<file path="src/rtl/calc1_pkg.sv">
// calc1 protocol definitions shared by the port responder and the ALU:
// bus widths, command/response codes and the responder state encoding.
// All buses are declared [0:W-1] so bit 0 is the MSB, as on the wire.
`timescale 1ns/1ps
package calc1_pkg;

    localparam int DATA_W = 32;
    localparam int CMD_W  = 4;
    localparam int RESP_W = 2;

    typedef logic [0:DATA_W-1] data_t;
    typedef logic [0:CMD_W-1]  cmd_t;
    typedef logic [0:RESP_W-1] resp_t;

    localparam cmd_t CMD_NOP = 4'd0;
    localparam cmd_t CMD_ADD = 4'd1;
    localparam cmd_t CMD_SUB = 4'd2;
    localparam cmd_t CMD_SHL = 4'd5;
    localparam cmd_t CMD_SHR = 4'd6;

    localparam resp_t RESP_NONE = 2'd0;
    localparam resp_t RESP_OK   = 2'd1;
    localparam resp_t RESP_OVF  = 2'd2;
    localparam resp_t RESP_INV  = 2'd3;

    typedef enum logic [1:0] {
        ST_IDLE  = 2'd0,
        ST_OPND2 = 2'd1,
        ST_EXEC  = 2'd2,
        ST_RESP  = 2'd3
    } state_t;

endpackage

</file>
<file path="src/rtl/calc1_alu.sv">
// Combinational calc1 operation unit: add/sub/shift on 32-bit unsigned
// operands. Produces the response code alongside the result; the result is
// forced to zero whenever the code is not success, so callers can register
// both outputs without further masking.
`timescale 1ns/1ps
module calc1_alu
    import calc1_pkg::*;
(
    input  cmd_t  cmd,
    input  data_t op1,
    input  data_t op2,
    output data_t result,
    output resp_t resp
);

    // Extra top bit captures the carry out of the operand MSB.
    logic [DATA_W:0] sum_ext;
    // Only the five least significant bits of operand 2 select the shift.
    logic [4:0]      shamt;

    assign sum_ext = {1'b0, op1} + {1'b0, op2};
    assign shamt   = op2[27:31];

    // Select the operation and classify the outcome.
    always_comb begin
        result = '0;
        resp   = RESP_OK;
        case (cmd)
            CMD_ADD: begin
                if (sum_ext[DATA_W]) resp = RESP_OVF;
                else                 result = sum_ext[DATA_W-1:0];
            end
            CMD_SUB: begin
                if (op2 > op1) resp = RESP_OVF;
                else           result = op1 - op2;
            end
            CMD_SHL: result = op1 << shamt;
            CMD_SHR: result = op1 >> shamt;
            default: resp = RESP_INV;
        endcase
    end

endmodule

</file>
<file path="src/rtl/calc1_port_resp.sv">
// Single-port calc1 responder. Captures command + operand 1, then operand 2
// on the following edge (where the ALU result is registered), waits LATENCY
// edges and presents a one-cycle registered response. A new command may be
// accepted on the edge that ends the response cycle.
`timescale 1ns/1ps
module calc1_port_resp
    import calc1_pkg::*;
#(
    parameter int LATENCY = 3
) (
    input  logic              c_clk,
    input  logic              reset,
    input  logic [0:CMD_W-1]  req_cmd_in,
    input  logic [0:DATA_W-1] req_data_in,
    output logic [0:RESP_W-1] out_resp,
    output logic [0:DATA_W-1] out_data
);

    // Counter is loaded with LATENCY-1 so that the edge on which it reads
    // zero is exactly LATENCY edges after the operand-2 edge.
    localparam logic [3:0] CNT_LOAD = 4'(LATENCY - 1);

    state_t     state_reg;
    cmd_t       cmd_reg;
    data_t      op1_reg;
    data_t      result_reg;
    resp_t      flag_reg;
    logic [3:0] cnt_reg;

    data_t      alu_result;
    resp_t      alu_resp;

    // Operand 2 feeds the ALU straight from the bus; the result is only
    // captured on the operand-2 edge, so no input reaches the outputs
    // without passing through a register.
    calc1_alu u_alu (
        .cmd    (cmd_reg),
        .op1    (op1_reg),
        .op2    (req_data_in),
        .result (alu_result),
        .resp   (alu_resp)
    );

    // Request FSM with operand, result, delay counter and output registers.
    always_ff @(posedge c_clk or posedge reset) begin
        if (reset) begin
            state_reg  <= ST_IDLE;
            cmd_reg    <= CMD_NOP;
            op1_reg    <= '0;
            result_reg <= '0;
            flag_reg   <= RESP_NONE;
            cnt_reg    <= '0;
            out_resp   <= RESP_NONE;
            out_data   <= '0;
        end else begin
            case (state_reg)
                ST_IDLE: begin
                    if (req_cmd_in != CMD_NOP) begin
                        cmd_reg   <= req_cmd_in;
                        op1_reg   <= req_data_in;
                        state_reg <= ST_OPND2;
                    end
                end
                ST_OPND2: begin
                    result_reg <= alu_result;
                    flag_reg   <= alu_resp;
                    cnt_reg    <= CNT_LOAD;
                    state_reg  <= ST_EXEC;
                end
                ST_EXEC: begin
                    if (cnt_reg == 4'd0) begin
                        out_resp  <= flag_reg;
                        out_data  <= result_reg;
                        state_reg <= ST_RESP;
                    end else begin
                        cnt_reg <= cnt_reg - 4'd1;
                    end
                end
                ST_RESP: begin
                    out_resp <= RESP_NONE;
                    out_data <= '0;
                    if (req_cmd_in != CMD_NOP) begin
                        cmd_reg   <= req_cmd_in;
                        op1_reg   <= req_data_in;
                        state_reg <= ST_OPND2;
                    end else begin
                        state_reg <= ST_IDLE;
                    end
                end
                default: state_reg <= ST_IDLE;
            endcase
        end
    end

endmodule

</file>
<file path="config.mk">
export PLATFORM = sky130hd
export DESIGN_NAME = calc1_port_resp
export DESIGN_NICKNAME = d
export VERILOG_FILES = /design/src/rtl/calc1_pkg.sv /design/src/rtl/calc1_alu.sv /design/src/rtl/calc1_port_resp.sv
export SDC_FILE = /design/constraint.sdc
export NUM_CORES = 1
export LEC_CHECK = 0
export ABC_AREA = 1
export CORE_MARGIN = 10
export CORE_UTILIZATION = 55
export CTS_BUF_LIST = sky130_fd_sc_hd__clkbuf_4 sky130_fd_sc_hd__clkbuf_8 sky130_fd_sc_hd__clkbuf_16
export DETAILED_ROUTE_END_ITERATION = 7
export GPL_TIMING_DRIVEN = 0
export PLACE_DENSITY = 0.81
export SETUP_SLACK_MARGIN = 0.4
export SLEW_MARGIN = 10
export SYNTH_ARGS = -nofsm -noshare
export SYNTH_HDL_FRONTEND = slang
export SYNTH_HIERARCHICAL = 1
export SYNTH_SLANG_ARGS = --single-unit
export TNS_END_PERCENT = 10
</file>
<file path="constraint.sdc">
create_clock -name c_clk -period 5 [get_ports c_clk]
set_input_delay 1 -clock c_clk [delete_from_list [all_inputs] [get_ports c_clk]]
set_output_delay 1 -clock c_clk [all_outputs]
set_load 0.005 [all_outputs]
</file>
==> results.tsv <==
metric	value	unit
grt_pass1_wl	91.6	mm
cts-htree-levels	3	
first_global_vias	15800	
slowest_stage	clkdlybuf4s50_1	
cp_data_arrival_time	4750	ps
synth.distinct_cells	45	
startpoint_type	input port	
die_x	178	µm
clock-root-buffer	clkbuf_16	
synth_top_cell_by_area	nand2_1	
avgSynthCellArea	5.64	µm²
synth_seq_cells	110	
diodes	0	
detail_route.vias_per_cell	5.94	
antenna_found_initial	0	
timing_hold_violations_final	0	
clkTransAtPathRegs	80	ps
yosys-top-cells-area	nand2_1 26%, dfrtp_1 20%, nand3_1 13%, inv_1 8.5%, ha_1 6.4%	
nNetsFinal	2643	
setup_ws	556	ps
synth_top_family_by_area	simple AND/OR/NAND/NOR gates	
grt_usage	37.8	%
final.min_clock_period	4440	ps
synth-xor-area-share	1.33	%
multi_input_area	0.00922	mm²
final_common_cell	nand2_1	
placementRows	57	
dp_hpwl	48.7	mm
wirelength	60.8	mm
start_util	56.2	%
worstPathRequired	5310	ps
core	0.0245	mm²
clk_latency	370	ps
status	finished, final reports clean	
hold_path.class	reg2reg	
clockBufferDepth	2	
hold_ws	480	ps
first_iter_violations	2862	
finalSetupViolCount	0	
synthMuxAreaShare	0.145	%
fmax	0.225	GHz
critical-path-max-stage-delay	610	ps
finClkSkew	13.8	ps
rsz0062_at_grt	no	
synth-compound-area-share	6.21	%
leakagePower	8.90	nW
tritoncts	done	
syn_area	0.0138	mm²
drive_gt1_share	7.37	%
tightest_slew	855	ps
irDropWorstVdd	0.582	mV
end_kind	flip-flop	
syn-num-nets	2557	
dieHeight	178	µm
seqCellArea	0.00275	mm²
synth-simple-area-share	52.4	%
wl_per_cell	21.3	µm
drc	0	
drv_slew	0	
critPathLaunch	req_data_in[28]	
drv_cap	0	
dr_total_vias	17000	
setup_tns	0	ps
path_common_cell	nand2_1	
grt_max_degree	92	
worstPathCellList	clkdlybuf4s50_1, buf_2, clkinv_1, clkbuf_2, buf_2, ha_2, inv_2, nand2_1, nand3_2, nand2_2, nand2_2, nand2_4, nand2_4, a21oi_4, buf_6, nand3_1, nand3_1, nand2_1, nand2_1	
ys_warn_count	6	
overflow	0	
cts_sinks	110	
path_buf_inv	7	
reg2reg_from	op1_reg[0]	
relSlewSlack	42.6	%
powerDensity	593	mW/mm²
dp_slack	-79.1	ps
fill_cells	2434	
portBuffers	71	
layout_common_cells	961 x nand2_1, 352 x nand3_1, 312 x inv_1	
seq_area_frac_synth	19.9	%
gp_congestion	1.19	
cts_hold_repair.buffers	0	
cts_made_buffers	9	
io_pins	72	
cp_max_fo	10	
criticalPathCategory	in2reg	
synth_top_area_share	26.1	%
dr.pass1.iters	6	
synthCells	2446	
syn2layout_area_growth	10.8	%
period_share	88.9	%
hp-start	result_reg[6]	
crit_family	buffers and inverters	
drtAntennaViolNets	0	
synthAdderAreaFrac	6.73	%
die_area	0.0318	mm²
-- power breakdown --
group          switching [mW]  internal, mW
registers               0.479          1.21
logic                    4.59          1.99
clock network           0.428         0.369
total                    5.49          3.57
-- area by class of cell --
type,count,share of cell area (%)
multi-input cells,1903,60.3
flip-flops and latches,110,18.0
inverters,323,7.96
repair buffers,75,4.98
plain buffers,110,4.07
well taps,324,2.65
clock buffers,9,1.47
clock inverters,7,0.581
-- per-layer routing --
| metal | track usage, % | part of all wire (%) | vias up |
|---|---|---|---|
| li1 | - | - | 7789 |
| met1 | 49.5 | 39 | 7670 |
| met2 | 54.3 | 40 | 1302 |
| met3 | 10.9 | 14 | 236 |
| met4 | 21.7 | 6.9 | 0 |
| met5 | 0 | 0 | - |
-- worst reg2reg max path: stages (launching register included) --
cell and delay (ps):
dfrtp_1 430, inv_1 110, ha_1 240, fa_1 370, inv_1 200, nand2_1 110
nand2_1 140, nand3_2 90, nand2_2 110, nand2_2 70, nand2_4 90, nand2_4 60
a21oi_4 240, buf_6 200, nand3_1 230, nand3_1 150, nand2_1 60, nand2_1 80
-- through the flow --
step                util [%]  power (mW)  cells  area, µm²
global placement        60.8        7.76   2841      14900
finish                  62.3        9.06   2861      15300
CTS                     62.2        8.74   2858      15300
global route            62.3        9.66   2861      15300
floorplan                  -        5.83   2446      13800
detailed placement      60.9        7.92   2842      14900
-- final timing paths --
check | to | slack (ps) | cells after the start
max in group asynchronous | op1_reg[25] | 3320 | 3
min in group asynchronous | cnt_reg[1] | 930 | 2
worst max register to register | result_reg[9] | 1950 | 17
worst min register to register | result_reg[6] | 480 | 2
worst min-delay path | result_reg[6] | 480 | 2
worst max-delay path | result_reg[9] | 560 | 19
-- cells in the mapped netlist (all sizes together) --
cell type and n:
a21boi 2, a21o 2, a21oi 87, a31oi 2, and2 6, and3 3
buf 73, clkbuf 37, clkinv 3, dfrtp 110, fa 2, ha 71
inv 320, mux2i 2, nand2 997, nand3 392, nand3b 8, nand4 22
nor2 221, nor3 7, nor3b 1, nor4 1, o211ai 9, o21a 2
o21ai 33, o21bai 8, or2 4, xor2 21
-- logic make-up (layout without fill, tap and decap cells) --
kind of cell    Yosys count  in the layout
xor+xnor                 21             21
simple gates           1662           1662
mux                       2              2
fa+ha+maj                73             73
compound gates          145            145
flops                   110            110
buf+inv                 433            524
-- repair_timing --
| action | CTS | global route |
|---|---|---|
| setup buffers | 0 | 3 |
| endpoints found under the setup margin | 23 | 32 |
| pin swaps | 0 | 1 |
| resized for setup | 1 | 5 |
No activity file was read; power rests on OpenSTA's default activity.
